File: src/rtl/if_id_fetch_queue.sv
// IF -> ID decoupling buffer: small circular FIFO of {PC+4, instruction} pairs
// feeding a registered IF/ID output stage, with back-pressure, stall and flush.
module if_id_fetch_queue #(
    parameter int DEPTH = 4,
    parameter int PTR_W = $clog2(DEPTH)
) (
    input  logic             clk,
    input  logic             rst,
    input  logic             in_valid,
    input  logic [31:0]      in_pc,
    input  logic [31:0]      in_instruction,
    output logic             if_freeze,
    input  logic             flush,
    input  logic             hazard_freeze,
    output logic             out_valid,
    output logic [31:0]      out_pc,
    output logic [31:0]      out_instruction,
    output logic [PTR_W:0]   level
);

    typedef struct packed {
        logic [31:0] pc;
        logic [31:0] instr;
    } entry_t;

    localparam logic [PTR_W:0] FULL_CNT = (PTR_W+1)'(DEPTH);

    entry_t           mem [DEPTH];
    entry_t           rdEnt;
    logic [PTR_W-1:0] wrPtr, rdPtr;
    logic [PTR_W:0]   count;
    logic             accept, advance, wrEn;

    // Freeze comes from registered occupancy only, keeping IF's PC path short.
    assign if_freeze = (count == FULL_CNT);
    assign accept    = in_valid & ~if_freeze & ~flush;
    assign advance   = ~hazard_freeze;
    assign level     = count;
    assign rdEnt     = mem[rdPtr];

    // Bypass (empty queue, no stall) skips the storage entirely.
    assign wrEn = rst & accept & (hazard_freeze | (count != '0));

    always_ff @(posedge clk) begin
        if (wrEn)
            mem[wrPtr] <= entry_t'{pc: in_pc, instr: in_instruction};
    end

    always_ff @(posedge clk) begin
        if (!rst || flush) begin
            wrPtr           <= '0;
            rdPtr           <= '0;
            count           <= '0;
            out_valid       <= 1'b0;
            out_pc          <= '0;
            out_instruction <= '0;
        end else if (advance) begin
            if (count != '0) begin
                out_valid       <= 1'b1;
                out_pc          <= rdEnt.pc;
                out_instruction <= rdEnt.instr;
                rdPtr           <= rdPtr + PTR_W'(1);
                if (accept)
                    wrPtr <= wrPtr + PTR_W'(1);
                else
                    count <= count - (PTR_W+1)'(1);
            end else if (accept) begin
                out_valid       <= 1'b1;
                out_pc          <= in_pc;
                out_instruction <= in_instruction;
            end else begin
                out_valid       <= 1'b0;
                out_pc          <= '0;
                out_instruction <= '0;
            end
        end else if (accept) begin
            wrPtr <= wrPtr + PTR_W'(1);
            count <= count + (PTR_W+1)'(1);
        end
    end

endmodule

File: config.mk
export PLATFORM = sky130hd
export DESIGN_NAME = if_id_fetch_queue
export DESIGN_NICKNAME = d
export VERILOG_FILES = /design/src/rtl/if_id_fetch_queue.sv
export SDC_FILE = /design/constraint.sdc
export NUM_CORES = 1
export LEC_CHECK = 0
export CAP_MARGIN = 20
export CELL_PAD_IN_SITES_DETAIL_PLACEMENT = 1
export CELL_PAD_IN_SITES_GLOBAL_PLACEMENT = 2
export CORE_AREA = 2 2 182 184
export CTS_BUF_LIST = sky130_fd_sc_hd__clkbuf_16
export DETAILED_ROUTE_END_ITERATION = 10
export DIE_AREA = 0 0 184 186
export PLACE_DENSITY_LB_ADDON = 0.1
export SLEW_MARGIN = 0
export SYNTH_ARGS = -nofsm -noshare
export SYNTH_HDL_FRONTEND = slang
export SYNTH_SLANG_ARGS = --single-unit
File: constraint.sdc
create_clock -name clk -period 2.9 [get_ports clk]
set_input_delay 0.29 -clock clk [delete_from_list [all_inputs] [get_ports clk]]
set_output_delay 0.29 -clock clk [all_outputs]
set_load 0.02 [all_outputs]
==> impl_results.md <==
- Final WS setup: 0.688 ns
- Core Area: 32200 sq um
- Peak Freq: 0.452 GHz
- Drt total wl: 27.2 mm
- Post-CTS Hold Buffers: 0
- Register bit total from synthesis: 330
- Setup bufs post-CTS: 0
- Primary FF master, synth: edfxtp_1
- CTS tree: built
- Final Cycle Share: 0.763
- Minimum clock period: 2.21 ns
- PD cells: 641 nW/um^2
- CP max FO: 7
- Pre-CTS WS: 0.485 ns
- Top Ports: 138
- Buffers added on ports: 137
- Initial antenna violation count: 0
- Final Cell Area: 15400 sq um
- Flop pwr share: 0.524
- # rows: 66
- Resized cells post-CTS: 0
- Clock Power Share: 0.431
- Syn Inst Count: 614
- Sw Ratio: 0.204
- Critical Path End: if_freeze
- Detailed-route via count: 6429
- Global-route wire length before repair: 42.4 mm
- Outcome: finished clean
- Synth Net Count: 688
- Max Slew Vio Count: 0
- DP Area: 14300 sq um
- Commonest non-fill, non-tap cell in the layout: edfxtp_1
- Internal power: 7.86 mW
- Pleak: 4.96 nW
- Drt pass-1 iters: 4
- Reg2Reg Capture Point: out_instruction[3]
- Initial core utilization: 0.387
- DRC viols: 0
- Slew at the pin closest to its max-slew limit: 0.563 ns
- Required @ worst endpoint: 2.61 ns
- Root buffer cell: clkbuf_16
- Die X: 184 um
- Library cells used by synthesis: 43
- Most area-consuming cells after synthesis: edfxtp_1 (62%), dfxtp_1 (12%), mux4_2 (11%)
- Min-delay src: in_instruction[1]
- Max IR drop VDD: 490 uV
- RSZ-0062 raised after global routing: false
- Sw power: 2.01 mW
- Sink Count: 330
- Most area-hungry cell type in the Yosys netlist: edfxtp_1
- Final Hold Fails: 0
- Slew margin rel.: 0.624
- Clock Path Buffers: 3
- Largest net degree at the start of global routing: 48
- Gpl congestion: 0.718
- DRT iter0 DRCs: 375
- H-Tree Depth: 2
- Startpoint type of the worst setup path: flip-flop
- CP Data Arrival Time: 1.92 ns
- Wire per inst: 22.5 um
- CP endpoint kind: primary output
- Hold WC Path Type: input port to flip-flop
- Setup Viol. Count Final: 0
- CTS buffer count: 36
- Die height: 186 um
- Die footprint: 34200 sq um
- Via density: 5.31
- Remaining Overflow, GRT: 0
- Ant diodes: 0
- All-Layer GR Usage: 0.164
- Cell Area, Synth: 12500 sq um
- Share of layout cells above drive strength 1: 0.179
- EDFF count, synth: 256
- Max_cap viols: 0
- Commonest cells after routing, fill and taps aside: edfxtp_1 (256), clkdlybuf4s50_1 (137), dfxtp_1 (72)
- Reg2Reg Setup Slack: 0.76 ns
- CP Launch Point: level[2]
- Critical path type: flip-flop to primary output
- Area growth syn-to-layout: 23.5%
- DP Wirelength: 16.3 mm
- Filler Cells Inserted: 2957
- Clk slew on worst S/H paths: 0.06 ns
- Comb power frac: 0.045
- Post-synth top area share: 0.616
- Avg Inst Size Synth: 20.3 sq um
- Sequential area share after synthesis: 0.735
- Clk_skew: 0.0180 ns
- Ys Warns: 0
- Clk_lat worst skew: 0.51 ns
- Final #Nets: 849
- Vias in the first global route: 7114
- Setup TNS: 0 ns
- Register-to-Register Path Depth: 4
- Antenna Violating Nets Remaining: 0
- Async SR Flop Fraction: 0
[critical path, stage by stage, from the launching register on]
cell,delay [ns]
dfxtp_1,0.46
nor3b_1,0.30
clkdlybuf4s50_1,0.67
[Yosys cell counts (2+ instances only)]
cell      instances
buf_2             4
o21ai_0           3
nor3b_1           2
and3_1            5
edfxtp_1        256
nor3_2            2
nor2_1            5
clkbuf_4          6
clkbuf_8          8
dfxtp_1          74
inv_1             4
o21a_1            2
buf_6             9
buf_12            6
or3_1             2
ha_1              4
nor2b_1          64
a21oi_1           4
mux4_1            5
mux4_2           59
nor3_1            5
nand2_1           2
a221o_1          63
[layer usage]
| layer | vias to the layer above | global-route usage | wire (um) |
|---|---|---|---|
| li1 | 2857 | - | - |
| met2 | 147 | 0.284 | 13800 |
| met5 | - | 0 | 0 |
| met4 | 0 | 0.0413 | 461 |
| met1 | 3391 | 0.218 | 11900 |
| met3 | 34 | 0.0248 | 1070 |
[final cells by class]
class	instances	area, sq um	area share
Clock buffer	37	926	0.0601
Multi-Input combinational cell	244	2890	0.188
Timing Repair Buffer	159	1700	0.110
Clock inverter	29	185	0.0120
Tap cell	408	510	0.0331
Sequential cell	330	9180	0.596
Inverter	4	15.0	0.000975
[power groups by stage]
| stage | sequential (mW) | combinational, mW | clock [mW] |
|---|---|---|---|
| 2_1_floorplan | 5.31 | 0.162 | 0 |
| 3_3_place_gp | 5.27 | 0.439 | 0 |
| 3_5_place_dp | 5.28 | 0.449 | 0 |
| 4_1_cts | 5.18 | 0.451 | 4.40 |
| 5_1_grt | 5.18 | 0.477 | 4.56 |
| 6_report | 5.18 | 0.442 | 4.26 |
[metrics by stage]
step	power, mW	hold WS [ns]	instances	util
floorplan	5.47	0.389	614	-
global placement	5.71	0.467	1145	0.444
detailed placement	5.73	0.475	1145	0.444
CTS	10.0	0.415	1211	0.478
global route	10.2	0.444	1211	0.478
finish	9.88	0.435	1211	0.478
[flip-flops by register name, indices dropped and copies added, names as in the netlist, named ones only]
signal,cells
mem,256
out_instruction,32
out_pc,32
level,3
rdPtr,2
wrPtr,2
out_valid,1
[cell families (layout without fill, tap and decap cells)]
| kind of cell | after synthesis | after routing | share of synthesized area |
|---|---|---|---|
| compound gates | 76 | 76 | 0.0571 |
| mux | 65 | 65 | 0.118 |
| fa+ha+maj | 5 | 5 | 0.00562 |
| flops | 330 | 330 | 0.735 |
| xor+xnor | 2 | 2 | 0.00140 |
| simple gates | 96 | 96 | 0.0478 |
| buf+inv | 40 | 229 | 0.0355 |
[how the worst min path moves through the flow]
stage,depth (start not counted),to,slack (ns)
final,1,mem[0][1],0.44
after global routing,1,mem[0][1],0.44
after CTS,1,mem[0][1],0.41
after detailed placement,1,out_pc[25],0.47
after global placement,1,out_pc[5],0.47
after floorplan,0,mem[0][0],0.39
Power figures use the tool's default switching activity.
==> patch 1: new RTL, same flow settings <==
`DEPTH`: 4 -> 8.
--- a/src/rtl/if_id_fetch_queue.sv
+++ b/src/rtl/if_id_fetch_queue.sv
@@ -1,7 +1,7 @@
 // IF -> ID decoupling buffer: small circular FIFO of {PC+4, instruction} pairs
 // feeding a registered IF/ID output stage, with back-pressure, stall and flush.
 module if_id_fetch_queue #(
-    parameter int DEPTH = 4,
+    parameter int DEPTH = 8,
     parameter int PTR_W = $clog2(DEPTH)
 ) (
     input  logic             clk,
Ports: changed (resized level); port bits go from 138 to 139. No check against the original RTL was run, so the function may have changed too.
==> patch 1 against the unedited design <==
- the flow now stops in clock tree synthesis
- synthesized area increased by 78%
- synthesized cell count increased by 71%
==> patch 1: results (changes against the unedited design) <==
- Placed inst area: 24300 um2 (+70%)
- Dpl hpwl: 31800 um (+95%)
- Synth Net Count: 1121 (+63%)
- CTS root buf: clkbuf_16
- Post-CTS Setup Bufs: 0 (unchanged)
- Dominant cells by area after synthesis: edfxtp_1, mux4_2, dfxtp_1
- Asr flop ratio synth: 0 (unchanged)
- Die W: 184 um (unchanged)
- H-tree levels: 2 (unchanged)
- Cts bufs inserted: 55 (+53%)
- Last step reached: clock tree synthesis
- Ys Warns: 0 (unchanged)
- Run status: did not finish
- First Err: [ERROR DPL-0033] detailed placement checks failed during check placement.
- Synth cell count leaders: edfxtp_1, mux4_2, dfxtp_1
- Yosys cell types: 37 (-14%)
- Clk sink count: 590 (+79%)
- PortBufs: 138 (+0.73%)
- Sequential fraction of the synthesis area: 0.763 (+0.0281)
- RePlAce Congestion: 0.748 (+4.2%)
- Clock tree buffer depth: 3 (unchanged)
- Post-synth EDFFs: 512 (+100%)
- CTS resizes: 0 (unchanged)
[patch 1: cell types whose count changed after synthesis, sizes merged, moves of 5 or more]
| cell | unedited run | this run |
|---|---|---|
| buf | 20 | 25 |
| nor2b | 64 | 2 |
| clkbuf | 15 | 39 |
| nand3 | 1 | 6 |
| mux4 | 64 | 128 |
| edfxtp | 256 | 512 |
| a221o | 63 | 0 |
| a22oi | 0 | 64 |
| o22ai | 0 | 65 |
| mux2i | 1 | 66 |
[patch 1: logic make-up after synthesis]
logic type / Yosys count / synth area share
muxes: 194 / 0.160
xor gates and xnor gates: 4 / 0.00158
adders and majority gates: 5 / 0.00316
DFF: 590 / 0.763
and+or+nand+nor: 44 / 0.0109
buffers and inverters: 67 / 0.0156
AOI/OAI and AO/OA: 143 / 0.0463
[patch 1: per-stage QoR]
stage                      util  setup slack, ns  std cells  TNS (ns)
after floorplan               -           -0.400       1047    -79.29
after detailed placement  0.756            0.401       1562         0
after global placement    0.756            0.519       1562         0
==> patch 2: new RTL, config.mk and constraints unchanged <==
Without the edit above. Register the output `out_pc` once more; this adds one clock of latency there. The other outputs are not delayed to match.
--- a/src/rtl/if_id_fetch_queue.sv
+++ b/src/rtl/if_id_fetch_queue.sv
@@ -24,6 +24,8 @@
     } entry_t;
 
     localparam logic [PTR_W:0] FULL_CNT = (PTR_W+1)'(DEPTH);
+
+    logic [31:0] out_pc_s0;
 
     entry_t           mem [DEPTH];
     entry_t           rdEnt;
@@ -52,12 +54,12 @@
             rdPtr           <= '0;
             count           <= '0;
             out_valid       <= 1'b0;
-            out_pc          <= '0;
+            out_pc_s0       <= '0;
             out_instruction <= '0;
         end else if (advance) begin
             if (count != '0) begin
                 out_valid       <= 1'b1;
-                out_pc          <= rdEnt.pc;
+                out_pc_s0       <= rdEnt.pc;
                 out_instruction <= rdEnt.instr;
                 rdPtr           <= rdPtr + PTR_W'(1);
                 if (accept)
@@ -66,11 +68,11 @@
                     count <= count - (PTR_W+1)'(1);
             end else if (accept) begin
                 out_valid       <= 1'b1;
-                out_pc          <= in_pc;
+                out_pc_s0       <= in_pc;
                 out_instruction <= in_instruction;
             end else begin
                 out_valid       <= 1'b0;
-                out_pc          <= '0;
+                out_pc_s0       <= '0;
                 out_instruction <= '0;
             end
         end else if (accept) begin
@@ -79,5 +81,9 @@
         end
     end
 
+    always_ff @(posedge clk) begin
+        out_pc <= out_pc_s0;
+    end
+
 endmodule
 
Function: changed (a bounded check fails within 4 cycles, from zero or initial values).
==> patch 2 against the unedited design <==
- synthesized area grew 3.3%
- total power grew 9.4%
- sequential cell count grew 32
- critical endpoint unchanged
- utilization grew 2.5 points
- wire length grew 4.2%
- cell area grew 5.2%
- via count grew 4.4%
- highest routed layer is now met5
- setup slack lost 0.043 ns
- count of clock-buffer cells in the layout grew 4
==> patch 2: results (changes against the unedited design) <==
- CTS clock-pin slew for the worst setup and hold paths: 0.06 ns (about the same)
- Synth Net Count: 722 (+4.9%)
- H-tree levels: 2 (unchanged)
- Vias in the first global route: 7424 (+4.4%)
- Share of layout cells above drive strength 1: 0.180 (+0.000767)
- Highest cell delay on the worst timing path: 0.67 ns (about the same)
- Clock skew: 0.0117 ns (-0.00628 ns)
- Peak supply drop: 0.385 mV (-21%)
- Cts bufs inserted: 40 (+11%)
- Post-synthesis mux area share: 0.113 (-0.00526)
- CTS resizes: 0 (unchanged)
- Wire length on met3: 1580 um (+48%)
- Drt wl/cell: 22.6 um (+0.74%)
- Largest net degree at the start of global routing: 48 (unchanged)
- Adder-Cell Fraction of Synth Area: 0.00543 (-0.000181)
- Vias per cell: 5.36 (+0.93%)
- Filler cell count: 2966 (+0.30%)
- Layout net count: 888 (+4.6%)
- Worst slew margin: 0.646 (+0.0217)
- M1 WL: 12100 um (+2.2%)
- Yosys cell types: 36 (-16%)
- Hold crit path type: register to register
- Compound-Gate Fraction of Synth Area: 0.0552 (-0.00184)
- PortBufs: 137 (unchanged)
- Final hold vios: 0 (unchanged)
- Met2 wire len: 14100 um (+2.5%)
- Dpl hpwl: 17100 um (+4.9%)
- Top Layer Used: met5
- Worst Hold Path Cells: 0 (-1)
- Placed inst area: 15000 um2 (+4.7%)
- First-pass GRT wire length: 44300 um (+4.6%)
- Run status: completed
- RePlAce Congestion: 0.712 (-0.86%)
- Synth Area in XOR/XNOR: 0.00136 (-0.0000454)
- Sequential fraction of the synthesis area: 0.761 (+0.0259)
- Initial antenna violation count: 2 (+2)
- Clock tree buffer depth: 3 (unchanged)
- Count leader, synth: edfxtp_1
- First-pass DRT Iterations: 4 (unchanged)
- Synth cell count leaders: edfxtp_1, dfxtp_1, nor2b_1
- Post-synth EDFFs: 256 (unchanged)
- Dominant cells by area after synthesis: edfxtp_1, dfxtp_1, mux4_2
- DRT iter0 DRCs: 391 (+4.3%)
- GRT Total Usage: 0.171 (+0.00666)
- Max FFs per register: 256 (unchanged)
- LEAKAGE: 5.26 nW (+6.1%)
- Critical path data arrival time: 1.96 ns (+0.04 ns)
- Switch share: 0.202 (-0.00151)
- Most flop-heavy register: mem
- Worst-path cell with the longest stage delay: clkdlybuf4s50_1
-- patch 2: cell types whose count changed in the layout (fill, tap and decap cells not counted), sizes merged, moves of 2 or more --
cell,unedited run,this run
clkbuf,37,41
clkinv,13,19
nor3,7,9
dfxtp,74,106
inv,17,13
nand2b,1,3
-- patch 2: worst paths after layout --
path | from | to | slack [ns]
max | level[2] | if_freeze | 0.65
min | out_pc_s0[31] | out_pc[31] | 0.35
max reg2reg | level[0] | mem[1][40] | 0.90
min reg2reg | out_pc_s0[31] | out_pc[31] | 0.35
-- patch 2: layer usage --
layer	up-vias	GRT usage
li1	2969	-
met4	2	0.0416
met5	-	0
met1	3505	0.223
met3	45	0.0352
met2	193	0.293
-- patch 2: cells by family (layout without fill, tap and decap cells) --
kind of cell,count (synthesis),in the layout
DFF,362,362
and+or+nand+nor,97,97
AOI/OAI and AO/OA,77,77
muxes,65,65
buffers and inverters,40,236
adders and majority gates,5,5
xor gates and xnor gates,2,2
other,0,1
-- patch 2: cell type report --
class	count	area [um2]	area share
antenna	1	2.50	0.000154
clock buffer	41	1030	0.0633
clock inverter	31	215	0.0133
inverter	5	18.8	0.00116
multi-input combinational	246	2880	0.178
sequential	362	9820	0.606
tap	408	510	0.0315
timing repair buffer	159	1740	0.107
-- patch 2: through the flow --
| stage | std cells | util | hold slack (ns) | total power [mW] | setup WS, ns |
|---|---|---|---|---|---|
| floorplan | 648 | - | 0.326 | 5.89 | 0.615 |
| global placement | 1180 | 0.465 | 0.342 | 6.13 | 0.391 |
| detailed placement | 1180 | 0.465 | 0.341 | 6.15 | 0.319 |
| CTS | 1252 | 0.503 | 0.351 | 11.0 | 0.591 |
| global route | 1252 | 0.503 | 0.357 | 11.2 | 0.545 |
| finish | 1253 | 0.503 | 0.349 | 10.8 | 0.645 |
-- patch 2: worst max-delay path: cells and delay by family (launching register included) --
kind	cells	cell delay, ns
DFF	1	0.49
buffers and inverters	1	0.67
and+or+nand+nor	1	0.30
-- patch 2: power groups by stage --
| stage | Combinational [mW] | Clock [mW] | Sequential, mW |
|---|---|---|---|
| global route | 0.449 | 5.12 | 5.62 |
| CTS | 0.423 | 4.92 | 5.62 |
| finish | 0.416 | 4.78 | 5.62 |
| detailed placement | 0.421 | 0 | 5.73 |
| floorplan | 0.143 | 0 | 5.75 |
| global placement | 0.410 | 0 | 5.72 |
